===== config.mk =====
export PLATFORM = sky130hd
export DESIGN_NAME = axi_lite_csr_bridge
export DESIGN_NICKNAME = d
export VERILOG_FILES = /design/src/rtl/axi_lite_csr_bridge.sv
export SDC_FILE = /design/constraint.sdc
export NUM_CORES = 1
export LEC_CHECK = 0
export BUFFER_PORTS_ARGS = -buffer_cell sky130_fd_sc_hd__buf_4
export CORE_MARGIN = 4
export CORE_UTILIZATION = 43
export CTS_BUF_LIST = sky130_fd_sc_hd__clkbuf_4 sky130_fd_sc_hd__clkbuf_8
export DETAILED_ROUTE_END_ITERATION = 6
export PLACE_DENSITY = 0.74
export REMOVE_ABC_BUFFERS = 1
export SLEW_MARGIN = 10
export SYNTH_ARGS = -nofsm -noshare
export SYNTH_HDL_FRONTEND = slang
export SYNTH_SLANG_ARGS = --single-unit

===== constraint.sdc =====
create_clock -name clk_i -period 2.1 [get_ports clk_i]
set_input_delay 0.21 -clock clk_i [delete_from_list [all_inputs] [get_ports clk_i]]
set_output_delay 0.21 -clock clk_i [all_outputs]
set_load 0.02 [all_outputs]

===== src/rtl/axi_lite_csr_bridge.sv =====
// axi_lite_csr_bridge
// AXI4-Lite slave in front of the I3CCSR passthrough CPU interface. AW, W and AR each
// land in a one-entry holding register, a small FSM arbitrates fairly between reads and
// writes, decodes the address window and issues one CSR request at a time.
// Optional feature macro: I3C_AXI_LITE_TIMEOUT_EN bounds the WAIT_ACK dwell by
// TimeoutCycles and answers SLVERR when it expires; without it WAIT_ACK waits forever.

`ifndef I3CCSR_MIN_ADDR_WIDTH
`define I3CCSR_MIN_ADDR_WIDTH 12
`endif

module axi_lite_csr_bridge #(
   parameter int unsigned             AxiAddrWidth  = 32,
   parameter int unsigned             CsrAddrWidth  = `I3CCSR_MIN_ADDR_WIDTH,
   parameter logic [AxiAddrWidth-1:0] BaseAddr      = '0,
   parameter longint unsigned         WindowBytes   = 64'd1 << CsrAddrWidth,
   parameter int unsigned             TimeoutCycles = 256
) (
   input  logic                    clk_i,
   input  logic                    rst_i,
   // write address channel
   input  logic                    awvalid_i,
   output logic                    awready_o,
   input  logic [AxiAddrWidth-1:0] awaddr_i,
   input  logic [2:0]              awprot_i,
   // write data channel
   input  logic                    wvalid_i,
   output logic                    wready_o,
   input  logic [31:0]             wdata_i,
   input  logic [3:0]              wstrb_i,
   // write response channel
   output logic                    bvalid_o,
   input  logic                    bready_i,
   output logic [1:0]              bresp_o,
   // read address channel
   input  logic                    arvalid_i,
   output logic                    arready_o,
   input  logic [AxiAddrWidth-1:0] araddr_i,
   input  logic [2:0]              arprot_i,
   // read data channel
   output logic                    rvalid_o,
   input  logic                    rready_i,
   output logic [31:0]             rdata_o,
   output logic [1:0]              rresp_o,
   // CSR passthrough interface
   output logic                    s_cpuif_req,
   output logic                    s_cpuif_req_is_wr,
   output logic [CsrAddrWidth-1:0] s_cpuif_addr,
   output logic [31:0]             s_cpuif_wr_data,
   output logic [31:0]             s_cpuif_wr_biten,
   input  logic                    s_cpuif_req_stall_wr,
   input  logic                    s_cpuif_req_stall_rd,
   input  logic                    s_cpuif_rd_ack,
   input  logic                    s_cpuif_rd_err,
   input  logic [31:0]             s_cpuif_rd_data,
   input  logic                    s_cpuif_wr_ack,
   input  logic                    s_cpuif_wr_err
);

   typedef enum logic [1:0] {IDLE, REQ, WAIT_ACK, RESP} state_e;

   localparam logic [AxiAddrWidth:0] WinSize = (AxiAddrWidth+1)'(WindowBytes);

   // An address below BaseAddr borrows into the extra MSB, so one compare covers both bounds.
   function automatic logic in_window(input logic [AxiAddrWidth-1:0] addr);
      logic [AxiAddrWidth:0] diff;
      diff = {1'b0, addr} - {1'b0, BaseAddr};
      return diff < WinSize;
   endfunction

   function automatic logic [CsrAddrWidth-1:0] window_offset(input logic [AxiAddrWidth-1:0] addr);
      logic [CsrAddrWidth-1:0] off;
      off = CsrAddrWidth'(addr - BaseAddr);
      return off & ~(CsrAddrWidth'(2'b11));
   endfunction

   function automatic logic [31:0] expand_strb(input logic [3:0] strb);
      logic [31:0] mask;
      for (int i = 0; i < 4; i++) mask[8*i +: 8] = {8{strb[i]}};
      return mask;
   endfunction

   state_e state_q, state_d;

   // holding registers
   logic                    aw_full_q, w_full_q, ar_full_q;
   logic                    aw_full_d, w_full_d, ar_full_d;
   logic [AxiAddrWidth-1:0] aw_addr_q, ar_addr_q;
   logic [31:0]             w_data_q;
   logic [3:0]              w_strb_q;

   // latched transaction and captured response
   logic                    is_wr_q;
   logic                    last_was_read_q;
   logic [CsrAddrWidth-1:0] cpu_addr_q;
   logic [31:0]             cpu_wdata_q, cpu_biten_q;
   logic                    bresp_err_q, rresp_err_q;
   logic [31:0]             rdata_q;

   // FSM strobes
   logic                    wr_elig, rd_elig;
   logic                    grant_rd, grant_wr;
   logic                    capture, time_out;
   logic                    ack_now, stall_now;
   logic [AxiAddrWidth-1:0] sel_addr;
   logic                    win_hit;

   // protection bits carry no meaning for the CSR block
   logic unused_prot;
   assign unused_prot = ^{awprot_i, arprot_i};

`ifdef I3C_AXI_LITE_TIMEOUT_EN
   localparam int unsigned CntW = $clog2(TimeoutCycles);
   logic [CntW-1:0] to_cnt_q;

   // WAIT_ACK dwell counter; held at zero elsewhere so every entry starts from zero
   always_ff @(posedge clk_i) begin
      if (rst_i)                   to_cnt_q <= '0;
      else if (state_q != WAIT_ACK) to_cnt_q <= '0;
      else                         to_cnt_q <= to_cnt_q + 1'b1;
   end
`endif

   // state register
   always_ff @(posedge clk_i) begin
      if (rst_i) state_q <= IDLE;
      else       state_q <= state_d;
   end

   // arbitration, decode and next-state logic
   always_comb begin
      state_d   = state_q;
      grant_rd  = 1'b0;
      grant_wr  = 1'b0;
      capture   = 1'b0;
      time_out  = 1'b0;
      wr_elig   = aw_full_q & w_full_q;
      rd_elig   = ar_full_q;
      ack_now   = is_wr_q ? s_cpuif_wr_ack : s_cpuif_rd_ack;
      stall_now = is_wr_q ? s_cpuif_req_stall_wr : s_cpuif_req_stall_rd;
      if (state_q == IDLE) begin
         if (rd_elig && (!wr_elig || !last_was_read_q)) grant_rd = 1'b1;
         else if (wr_elig)                              grant_wr = 1'b1;
      end
      sel_addr = grant_rd ? ar_addr_q : aw_addr_q;
      win_hit  = in_window(sel_addr);
      unique case (state_q)
         IDLE: begin
            if (grant_rd || grant_wr) state_d = win_hit ? REQ : RESP;
         end
         REQ: begin
            if (ack_now) begin
               capture = 1'b1;
               state_d = RESP;
            end else if (!stall_now) begin
               state_d = WAIT_ACK;
            end
         end
         WAIT_ACK: begin
            if (ack_now) begin
               capture = 1'b1;
               state_d = RESP;
            end
`ifdef I3C_AXI_LITE_TIMEOUT_EN
            else if (to_cnt_q == CntW'(TimeoutCycles - 1)) begin
               time_out = 1'b1;
               state_d  = RESP;
            end
`endif
         end
         RESP: begin
            if (is_wr_q ? bready_i : rready_i) state_d = IDLE;
         end
         default: state_d = IDLE;
      endcase
   end

   // a holding register is refilled only when empty and freed when its transaction is granted
   assign aw_full_d = (awvalid_i & awready_o) | (aw_full_q & ~grant_wr);
   assign w_full_d  = (wvalid_i  & wready_o)  | (w_full_q  & ~grant_wr);
   assign ar_full_d = (arvalid_i & arready_o) | (ar_full_q & ~grant_rd);

   // AW/W/AR holding registers with registered ready = next-cycle empty
   always_ff @(posedge clk_i) begin
      if (rst_i) begin
         aw_full_q <= 1'b0;
         w_full_q  <= 1'b0;
         ar_full_q <= 1'b0;
         aw_addr_q <= '0;
         ar_addr_q <= '0;
         w_data_q  <= '0;
         w_strb_q  <= '0;
         awready_o <= 1'b0;
         wready_o  <= 1'b0;
         arready_o <= 1'b0;
      end else begin
         aw_full_q <= aw_full_d;
         w_full_q  <= w_full_d;
         ar_full_q <= ar_full_d;
         if (awvalid_i && awready_o) aw_addr_q <= awaddr_i;
         if (arvalid_i && arready_o) ar_addr_q <= araddr_i;
         if (wvalid_i && wready_o) begin
            w_data_q <= wdata_i;
            w_strb_q <= wstrb_i;
         end
         awready_o <= ~aw_full_d;
         wready_o  <= ~w_full_d;
         arready_o <= ~ar_full_d;
      end
   end

   // grant latch, fairness flag and response capture
   always_ff @(posedge clk_i) begin
      if (rst_i) begin
         is_wr_q         <= 1'b0;
         last_was_read_q <= 1'b0;
         cpu_addr_q      <= '0;
         cpu_wdata_q     <= '0;
         cpu_biten_q     <= '0;
         bresp_err_q     <= 1'b0;
         rresp_err_q     <= 1'b0;
         rdata_q         <= '0;
      end else begin
         // the flag records the winner of the last contested arbitration only
         if (grant_rd && wr_elig)      last_was_read_q <= 1'b1;
         else if (grant_wr && rd_elig) last_was_read_q <= 1'b0;
         if (grant_rd || grant_wr) begin
            is_wr_q <= grant_wr;
            if (win_hit) begin
               cpu_addr_q  <= window_offset(sel_addr);
               cpu_wdata_q <= grant_wr ? w_data_q : '0;
               cpu_biten_q <= grant_wr ? expand_strb(w_strb_q) : '0;
            end else if (grant_wr) begin
               bresp_err_q <= 1'b1;
            end else begin
               rresp_err_q <= 1'b1;
               rdata_q     <= '0;
            end
         end
         if (capture) begin
            if (is_wr_q) begin
               bresp_err_q <= s_cpuif_wr_err;
            end else begin
               rresp_err_q <= s_cpuif_rd_err;
               rdata_q     <= s_cpuif_rd_data;
            end
         end
         if (time_out) begin
            if (is_wr_q) begin
               bresp_err_q <= 1'b1;
            end else begin
               rresp_err_q <= 1'b1;
               rdata_q     <= '0;
            end
         end
      end
   end

   assign s_cpuif_req       = (state_q == REQ);
   assign s_cpuif_req_is_wr = is_wr_q;
   assign s_cpuif_addr      = cpu_addr_q;
   assign s_cpuif_wr_data   = cpu_wdata_q;
   assign s_cpuif_wr_biten  = cpu_biten_q;
   assign bvalid_o          = (state_q == RESP) &  is_wr_q;
   assign rvalid_o          = (state_q == RESP) & ~is_wr_q;
   assign bresp_o           = {bresp_err_q, 1'b0};
   assign rresp_o           = {rresp_err_q, 1'b0};
   assign rdata_o           = rdata_q;

endmodule


* Yosys cells after proc, flatten, opt, wreduce, memory -nomap -nowiden
Cells that the tools add are included.
Word-level totals: output and inout port bits 119, bits in registers 218, bits of input ports 151, logic and storage cells 97
Cells by class: reduce and logical (&&, ||, !) cells 15, order comparisons 1, multiplexer cells 37, equality and inequality tests 7, bitwise logic cells 18
Operators with widths (number):
- 32-bit 2-to-1 mux | 8
- 32-bit by 13-bit < comparator with 1-bit output, second input constant | 1
- 1-bit 2-to-1 mux | 22
- 2-bit 2-to-1 mux | 6
- 1-bit AND | 9
- 2-bit one-hot mux with 4 select lines | 1
- 1-bit logical AND | 6
- 1-bit NOT | 6
- 2-bit equality test, second input constant | 2
- 2-bit inequality test, second input constant | 2
- 4-bit AND reduction | 1
- 3-bit inequality test, second input constant | 1
- 1-bit bitwise OR | 3
- 2-bit by 1-bit equality test with 1-bit output, second input constant | 1
- 1-bit zero test | 2
- 2-bit zero test | 1
- 1-bit logical OR | 2
- 2-bit by 1-bit inequality test with 1-bit output, second input constant | 1
- 2-bit AND reduction | 1
- 2-bit nonzero test | 1
- 2-bit OR reduction | 1

* Depth between registers and ports, before layout
Gate-level depths: netlist of run 1.
depth after elaboration 12, gate-level depth with buffers 9

* Worst setup path after synthesis of run 1
Ideal clock, no wire load.
kind reg2reg, from register state_q[0], to register cpu_addr_q[10] (netlist: s_cpuif_addr[10]), path slack 3 ps, library setup time 87 ps, arrival time 2011 ps, cell stages (with the launch flop) 10, cells stage by stage dfxtp_1 > inv_1 > ha_1 > buf_2 > nand4_2 > or4b_1 > buf_6 > o31a_1 > buf_6 > a221oi_2
On the way: longest elaborated chain between the ends 5, elaborated cells between the ends (all ways) 7
RTL lines:
- start, declared | line 83 | state_e state_q, state_d;
- start signal, assigned | line 127 | else state_q <= state_d;
- 2-bit zero test (*) | line 141 | if (state_q == IDLE) begin
- 1-bit 2-to-1 mux | line 141
- 32-bit 2-to-1 mux | line 145 | sel_addr = grant_rd ? ar_addr_q : aw_addr_q;
- 32-bit by 13-bit < comparator with 1-bit output | line 68 | return diff < WinSize;
- 2-bit AND reduction (no source line)
- end signal, assigned | line 230 | cpu_addr_q <= window_offset(sel_addr);
- end, declared | line 95 | logic [CsrAddrWidth-1:0] cpu_addr_q;
Every way passes the cells marked *; elsewhere a longest branch is shown, timed or not. A chain may end at the register's enable or synchronous reset.

* Final worst setup path of run 1
from register state_q[0], to register cpu_addr_q[2] (netlist: s_cpuif_addr[2])
Same word-level chain as after synthesis.

==> impl_metrics.toml, run 1 <==
[critical_path]
startpoint_type = "flip-flop"
end_kind = "flip-flop"
required_ns = 2.46
path_class = "reg2reg"
crit_arrival_ns = 2.36
path_max_fanout = 10

[global_routing]
grt_pass1_wl_mm = 34.5
grt_antenna_before_repair = 0
grt-ovfl-total = 0
grt.busiest_layer = "met2"
met1_usage_pct = 26.3
first_global_vias = 7044
use_met3_pct = 4.46
grt_max_degree = 73
grt_use_met2_pct = 36.0
grt_use_total_pct = 21.2

[pwr]
powerDensity_nw_per_um2 = 748
power_mw = 8.24
leakage_nw = 4.46
vdd_drop_max_v = 0.000386

[final_layout]
syn_to_final_growth_pct = 47.7
drive_gt1_share_pct = 27.1
final_area_um2 = 11000
num-nets-final = 1368
post-route-util_pct = 65.7
n_antenna_cell = 0

[floorplanning]
core_area_um2 = 16800
dieHeight_um = 140
start_util_pct = 44.5
dieArea_um2 = 19500
std_cell_rows = 47
die_w_um = 140
ios = 270

[sta]
slew_headroom_pct = 57.7
fin_crit_sh_pct = 95.2
finalMaxSlewViolations = 0
setup-violations-final = 0
tightest_slew_ns = 0.634
timing.fmax_ghz = 0.500
hold_violations = 0
rsz0062_at_grt = "no"
clock_skew_ns = 0.0123
fin_crit_ns = 2.00

[logic_synthesis]
syn_inst = 900
ys_types = 40
yosysWarnings = 0
syn_area_per_cell_um2 = 8.28
synthesis.area_um2 = 7460
synth-seq-cells = 186
yosysSeqAreaShare_pct = 49.9

[place]
detailed_place_hpwl_mm = 13.0
post_dp_cell_area_um2 = 9370
port_buffers = 255
routabilityCongestion = 0.809

[drt]
antenna_left = 0
wl_per_cell_um = 15.0
drtIter0Drc = 301
vias = 7353
wirelength_mm = 21.7
via_per_inst = 5.09
firstDrtPassIters = 4
drc = 0

[flow_run]
maxCapViolations = 0

[clock_tree]
cts_tree = "yes"
cts.sinks = 186
cts_max_path_buffers = 2
clkTransAtPathRegs_ns = 0.10
cts_buffers = 17
root_buffer = "clkbuf_8"
post-cts-setup-buffers = 0
cts_max_level = 4
clock_latency_ns = 0.45

[min_path]
hold_class = "in2reg"

[run_status]
status = "finished clean"
worst paths after layout:
check	start	end	slack (ns)	cells after the start
worst max-delay path	state_q[0]$_SDFFE_PP0P_	s_cpuif_addr[2]$_SDFFE_PP0P_	0.10	6
worst min-delay path	wdata_i[7]	w_data_q[7]$_SDFFE_PP0P_	0.03	3
worst max register to register	state_q[0]$_SDFFE_PP0P_	s_cpuif_addr[2]$_SDFFE_PP0P_	0.10	6
worst min register to register	aw_addr_q[9]$_SDFFE_PP0P_	aw_addr_q[9]$_SDFFE_PP0P_	0.46	2
Yosys cell counts:
| cell type | count | area, um^2 |
|---|---|---|
| and2_1 | 4 | 25.0 |
| o21ai_0 | 2 | 10.0 |
| nand3_1 | 36 | 180 |
| a221oi_2 | 10 | 150 |
| a21oi_1 | 169 | 846 |
| a21o_1 | 1 | 7.51 |
| dfxtp_1 | 186 | 3720 |
| or4b_1 | 1 | 10.0 |
| nor3_1 | 3 | 15.0 |
| a2111oi_0 | 1 | 8.76 |
| nand3_2 | 1 | 10.0 |
| nor4_1 | 10 | 62.6 |
| or2_2 | 1 | 6.26 |
| nor2b_1 | 4 | 25.0 |
| nand3b_1 | 36 | 270 |
| ha_1 | 4 | 50.1 |
| nand2_1 | 231 | 867 |
| inv_1 | 15 | 56.3 |
| and4_1 | 1 | 8.76 |
| a32o_1 | 1 | 10.0 |
| o211ai_1 | 36 | 270 |
| buf_2 | 9 | 45.0 |
| buf_1 | 16 | 60.1 |
| o31a_1 | 1 | 8.76 |
| o311a_1 | 1 | 10.0 |
| nand4_2 | 1 | 12.5 |
| o21bai_1 | 2 | 15.0 |
| nand2b_1 | 1 | 6.26 |
| nor3b_1 | 1 | 7.51 |
| buf_4 | 34 | 255 |
| nor2_1 | 10 | 37.5 |
| xor2_1 | 1 | 8.76 |
| buf_6 | 2 | 22.5 |
| mux2i_1 | 11 | 110 |
| clkbuf_1 | 50 | 188 |
| a211oi_1 | 2 | 15.0 |
| a32oi_1 | 1 | 8.76 |
| conb_1 | 1 | 3.75 |
| mux2_2 | 2 | 22.5 |
| nand4_1 | 1 | 6.26 |
repair_timing:
item,CTS,global route
gates resized for setup,1,5
hold endpoints to repair,123,0
hold buffers,123,0
endpoints found under the setup margin,10,47
logic make-up (layout without fill, tap and decap cells):
logic type,after synthesis,after routing,share of synthesized area [%]
AND/OR/NAND/NOR,342,342,20.8
AO/OA/AOI/OAI,227,227,18.2
flip-flops,186,186,49.9
buffers and inverters,126,449,8.41
multiplexers,13,13,1.78
adder cells (fa/ha/maj),4,4,0.671
other,1,4,0.0503
XOR/XNOR,1,1,0.117
stage by stage:
step	hold WS [ns]	setup slack [ns]	cells	TNS [ns]
2_1_floorplan	0.276	-2.75	792	-129.84
3_3_place_gp	0.441	0.0339	1291	0
3_5_place_dp	0.446	-0.0285	1291	-0.112
4_1_cts	0.0000508	0.0438	1446	0
5_1_grt	0.00846	0.00123	1446	0
6_report	0.0317	0.100	1446	0
critical path: stages (launching register included):
cell      delay (ns)
dfxtp_1         0.34
inv_1           0.12
ha_2            0.23
nand4_2         0.10
or4b_1          0.61
o31a_4          0.22
a221oi_2        0.28
state kept, by name (all words and copies together) (netlist names), 2 cells and up:
| register | cells |
|---|---|
| rdata_o | 32 |
| s_cpuif_wr_data | 32 |
| w_data_q | 32 |
| ar_addr_q | 30 |
| aw_addr_q | 30 |
| s_cpuif_addr | 10 |
| s_cpuif_wr_biten | 4 |
| w_strb_q | 4 |
| state_q | 2 |
layout make-up:
cell class,count,area [um^2]
fillers,1320,5740
flip-flops and latches,186,3720
repair buffers,402,3420
multi-input cells,591,3150
clock buffers,23,298
well taps,220,275
clock inverters,9,90.1
inverters,15,56.3
placed cells by master (no fill, tap or decap), types with 2 or more instances in the layout:
cell	synthesis	final
buf_4	34	270
nand2_1	231	231
dfxtp_1	186	186
a21oi_1	169	169
dlygate4sd3_1	0	123
nand3_1	36	36
nand3b_1	36	36
o211ai_1	36	36
clkbuf_8	0	20
inv_1	15	15
mux2i_1	11	11
nor4_1	10	10
a221oi_2	10	10
nor2_1	10	9
buf_12	0	7
clkinvlp_4	0	5
nor2b_1	4	4
and2_1	4	4
conb_1	1	4
ha_1	4	3
clkbuf_4	0	3
mux2_2	2	2
o21ai_0	2	2
a211oi_1	2	2
nor3_1	3	2
buf_6	2	2
where the power goes:
part / internal, mW / switching, mW
Sequential: 3.78 / 0.144
Combinational: 0.895 / 1.09
Clock: 1.08 / 1.25
per-layer routing:
metal	routed length, um	part of all wire [%]	vias to the layer above
met4	578	2.7	0
met3	1260	5.8	47
li1	-	-	3637
met1	9200	42	3420
met2	10700	49	249
met5	0	0	-
(Power assumes the default switching activity.)
==> run 2: changes to the inputs <==
RECOVER_POWER = 50   (was default)
==> run 2 against run 1 <==
Compared with the run above:
- fmax rose by 0.26%
- critical endpoint unchanged
- critical path depth is the same
- die area did not move
- largest power group unchanged
==> impl_metrics.toml, run 2 (synthesis gave the netlist of run 1 again) <==
[floorplanning]
dieHeight_um = 140
core_area_um2 = 16800
die_w_um = 140
start_util_pct = 44.5
dieArea_um2 = 19500
std_cell_rows = 47
ios = 270

[sta]
hold_violations = 0
slew_headroom_pct = 47.1
tightest_slew_ns = 0.794
setup-violations-final = 0
fin_setup_tns_ns = 0
fin_crit_sh_pct = 95.0
finalMaxSlewViolations = 0
clock_skew_ns = 0.0140
rsz0062_at_grt = "no"
timing.fmax_ghz = 0.501
fin_crit_ns = 1.99

[final_layout]
instances_no_fill = 1446
multi_input_comb_area_um2 = 3150
drive_gt1_share_pct = 20.5
seq_area_um2 = 3720
layout_commonest_cell = "nand2_1"
fillers = 1421
num-nets-final = 1368
final_cell_mix = "nand2_1 (231), buf_4 (187), dfxtp_1 (186), a21oi_1 (169), dlygate4sd3_1 (123)"
n_antenna_cell = 0
syn_to_final_growth_pct = 43.6
final_area_um2 = 10700

[global_routing]
grt_max_degree = 73
first_global_vias = 7044
grt_pass1_wl_mm = 34.5
grt_antenna_before_repair = 0
grt-ovfl-total = 0
grt_use_total_pct = 21.2

[drt]
wirelength_mm = 21.7
vias = 7392
via_per_inst = 5.11
drc = 0
wl_per_cell_um = 15.0
firstDrtPassIters = 5
antenna_left = 0
drtIter0Drc = 280

[clock_tree]
clock_latency_ns = 0.45
root_buffer = "clkbuf_8"
cts.sinks = 186
cts_tree = "yes"
cts_max_path_buffers = 2
clkTransAtPathRegs_ns = 0.10
cts_buffers = 17
cts_max_level = 4

[critical_path]
end_kind = "flip-flop"
path_class = "reg2reg"
path_max_fanout = 10
startpoint_type = "flip-flop"
required_ns = 2.46
crit_arrival_ns = 2.36

[min_path]
hold_class = "in2reg"

[pwr]
powerDensity_nw_per_um2 = 758
power_mw = 8.11
vdd_drop_max_v = 0.000381
leakage_nw = 4.11

[flow_run]
maxCapViolations = 0

[place]
detailed_place_hpwl_mm = 13.0
dp.cells = 1291
post_dp_cell_area_um2 = 9370
port_buffers = 255
routabilityCongestion = 0.809

[run_status]
status = "finished clean"
==> run 2: cell types whose count changed in the layout (fill, tap and decap cells not counted) <==
cell and change:
and2_0 +2, and2_1 -2, buf_4 -83, clkbuf_1 +81
clkbuf_2 +2
==> run 2: worst max-delay path: stages (launching register included) <==
cell and delay [ns]:
dfxtp_1 0.35, inv_1 0.12, ha_2 0.23, nand4_2 0.10, or4b_1 0.60, o31a_4 0.22
a221oi_2 0.28
==> run 2: power breakdown <==
| group | leakage [nW] | switching [mW] | internal, mW |
|---|---|---|---|
| Sequential | 1.51 | 0.141 | 3.78 |
| Combinational | 2.41 | 1.09 | 0.770 |
| Clock | 0.185 | 1.25 | 1.08 |
| Total | 4.11 | 2.48 | 5.63 |
==> run 2: routing by layer <==
metal	vias to the layer above	GRT usage [%]	part of all wire, %
met3	48	4.46	6.5
met5	-	0	0
met4	0	8.21	2.7
met2	261	36.0	49
met1	3440	26.3	42
li1	3643	-	-
==> run 2: worst paths after layout <==
check                                  from                            to  slack [ns]  cells past startpoint
setup / recovery    state_q[0]$_SDFFE_PP0P_  s_cpuif_addr[2]$_SDFFE_PP0P_        0.11                      6
hold / removal                   wdata_i[7]      w_data_q[7]$_SDFFE_PP0P_        0.03                      3
setup reg to reg    state_q[0]$_SDFFE_PP0P_  s_cpuif_addr[2]$_SDFFE_PP0P_        0.11                      6
hold reg to reg   aw_addr_q[9]$_SDFFE_PP0P_     aw_addr_q[9]$_SDFFE_PP0P_        0.46                      2
==> run 2: repair_timing <==
action / in CTS / in global routing
endpoints found under the hold margin: 123 / 0
endpoints found under the setup margin: 10 / 47
gates cloned: 0 / 0
gates resized for setup: 1 / 5
buffers inserted: 0 / 0
hold buffers: 123 / 0
==> run 2: layout make-up <==
type | count | area share (%)
Clock buffer | 23 | 2.78
Sequential cell | 186 | 34.8
Timing Repair Buffer | 402 | 29.1
Clock inverter | 9 | 0.841
Multi-Input combinational cell | 591 | 29.4
Tap cell | 220 | 2.57
Inverter | 15 | 0.526
==> run 2: through the flow <==
step           setup WS (ns)  util (%)  hold slack [ns]
4_1_cts               0.0438      65.6        0.0000508
6_report               0.105      63.9           0.0287
3_5_place_dp         -0.0285      55.9            0.446
2_1_floorplan          -2.75         -            0.276
3_3_place_gp          0.0339      55.9            0.441
5_1_grt              0.00123      63.9          0.00846
==> run 3: changes to the inputs <==
==> constraint.sdc (replaced) <==
create_clock -name clk_i -period 2.1 [get_ports clk_i]
set_input_delay 0.42 -clock clk_i [delete_from_list [all_inputs] [get_ports clk_i]]
set_output_delay 0.42 -clock clk_i [all_outputs]
set_load 0.02 [all_outputs]
==> run 3 against run 2 <==
Compared with the run above:
- non-clock buffer count is 122 lower
- combinational power is 12% lower
- wire length is 9.3% lower
- total power is 1.2% higher
- hold slack better by 0.18 ns
- global-route usage is 1.7 points lower
- first-iteration DRC count is 4.6% lower
- sequential power hardly changed
- register-to-register slack better by 0.05 ns
- cell count is 8.4% lower
- critical path depth stayed put
- critical endpoint is now s_cpuif_addr[6]$_SDFFE_PP0P_
- largest power group unchanged
==> impl_metrics.toml, run 3 (synthesis gave the netlist of run 1 again) <==
[run_status]
status = "finished clean"

[floorplanning]
core_area_um2 = 16800
ios = 270
dieHeight_um = 140
start_util_pct = 44.5
dieArea_um2 = 19500
die_w_um = 140
std_cell_rows = 47

[drt]
via_per_inst = 5.09
drc = 0
drtIter0Drc = 267
wirelength_mm = 19.7
vias = 6739
firstDrtPassIters = 5
wl_per_cell_um = 14.9
antenna_left = 0

[sta]
fin_crit_sh_pct = 92.4
clock_skew_ns = 0.0151
timing.fmax_ghz = 0.515
fin_crit_ns = 1.94
finalMaxSlewViolations = 0
rsz0062_at_grt = "no"
setup-violations-final = 0
tightest_slew_ns = 1.10
slew_headroom_pct = 26.5
hold_violations = 0
finalWorstSetupSlack_ns = 0.159

[place]
dp_slack_ns = -0.0240
port_buffers = 255
post_dp_cell_area_um2 = 9380
routabilityCongestion = 0.796
detailed_place_hpwl_mm = 13.1
dp.cells = 1292

[critical_path]
end_kind = "flip-flop"
crit_chain = "inv_1, ha_2, nand4_1, or4b_4, o31a_4, a221oi_2"
slowest_delay_ns = 0.58
cp_slowest_cell = "or4b_4"
ff2ff_setup_slack_ns = 0.16
path_max_fanout = 10
critPathTopFamily = "simple AND/OR/NAND/NOR gates"
critPathBufInv = 1
crit_arrival_ns = 2.30
path_class = "reg2reg"
required_ns = 2.46
startpoint_type = "flip-flop"

[clock_tree]
cts_max_level = 4
cts_tree = "yes"
post-cts-setup-buffers = 0
cts.sinks = 186
clkTransAtPathRegs_ns = 0.10
root_buffer = "clkbuf_8"
cts_max_path_buffers = 2
clock_latency_ns = 0.45
cts_buffers = 17

[final_layout]
n_antenna_cell = 0
instances_no_fill = 1324
layout_commonest_cell = "nand2_1"
post-route-util_pct = 57.0
num-nets-final = 1246
final_cell_mix = "nand2_1 (231), buf_4 (188), dfxtp_1 (186), a21oi_1 (169), clkbuf_1 (80)"
final_area_um2 = 9550
syn_to_final_growth_pct = 28.1
drive_gt1_share_pct = 23.0

[global_routing]
grt_use_total_pct = 19.5
grt-ovfl-total = 0
grt_antenna_before_repair = 0
first_global_vias = 6353
grt_max_degree = 73
grt_pass1_wl_mm = 31.7

[min_path]
hold_class = "in2reg"

[flow_run]
maxCapViolations = 0

[pwr]
powerDensity_nw_per_um2 = 860
vdd_drop_max_v = 0.000443
leakage_nw = 3.65
[run 3: changes by cell type in the layout (fill, tap and decap cells not counted), sizes merged]
cell         previous run  this run
buf                   196       197
dlygate4sd3           123         0
clkinvlp                5         2
clkinv                  2         4
inv                    16        18
bufinv                  1         4
clkbuf                106       102
[run 3: metrics by stage]
step                      TNS (ns)  hold slack, ns  total power [mW]
after detailed placement    -0.146           0.447              5.78
after global placement           0           0.442              5.75
after CTS                        0           0.168              8.42
after floorplan            -129.84           0.430              4.90
after global routing             0           0.165              8.64
final                            0           0.204              8.21
[run 3: timing repair]
item | CTS | global route
setup endpoints to repair | 10 | 47
hold buffers | 0 | 0
gates resized for setup | 1 | 6
cloned | 0 | 0
[run 3: area by class of cell]
class,instances,area [um^2]
Clock buffer,19,262
Inverter,15,56.3
Timing Repair Buffer,280,1890
Tap cell,220,275
Multi-Input combinational cell,591,3150
Sequential cell,186,3720
Clock inverter,13,189
Fill cell,1593,7210
[run 3: final timing paths]
path | start | end | cells past startpoint
setup / recovery | state_q[0]$_SDFFE_PP0P_ | s_cpuif_addr[6]$_SDFFE_PP0P_ | 6
hold / removal | awaddr_i[29] | aw_addr_q[29]$_SDFFE_PP0P_ | 3
setup reg to reg | state_q[0]$_SDFFE_PP0P_ | s_cpuif_addr[6]$_SDFFE_PP0P_ | 6
hold reg to reg | ar_addr_q[16]$_SDFFE_PP0P_ | ar_addr_q[16]$_SDFFE_PP0P_ | 2
[run 3: per-layer routing]
layer  vias to the layer above  track usage, %  wire length [um]
li1                       3404               -                 -
met5                         -               0                 0
met1                      3081            26.0              8720
met4                         0            6.88               403
met2                       225            30.7              9180
met3                        29            5.18              1380
[run 3: worst min-delay path, cell delays in order]
cell	delay [ns]
buf_4	0.11
nand2_1	0.04
a21oi_1	0.05
[run 3: report_power, final]
part	total, mW	switching, mW	internal [mW]	leakage, nW
registers	3.92	0.133	3.78	1.51
logic	1.64	1.02	0.622	1.91
clock network	2.65	1.27	1.37	0.223
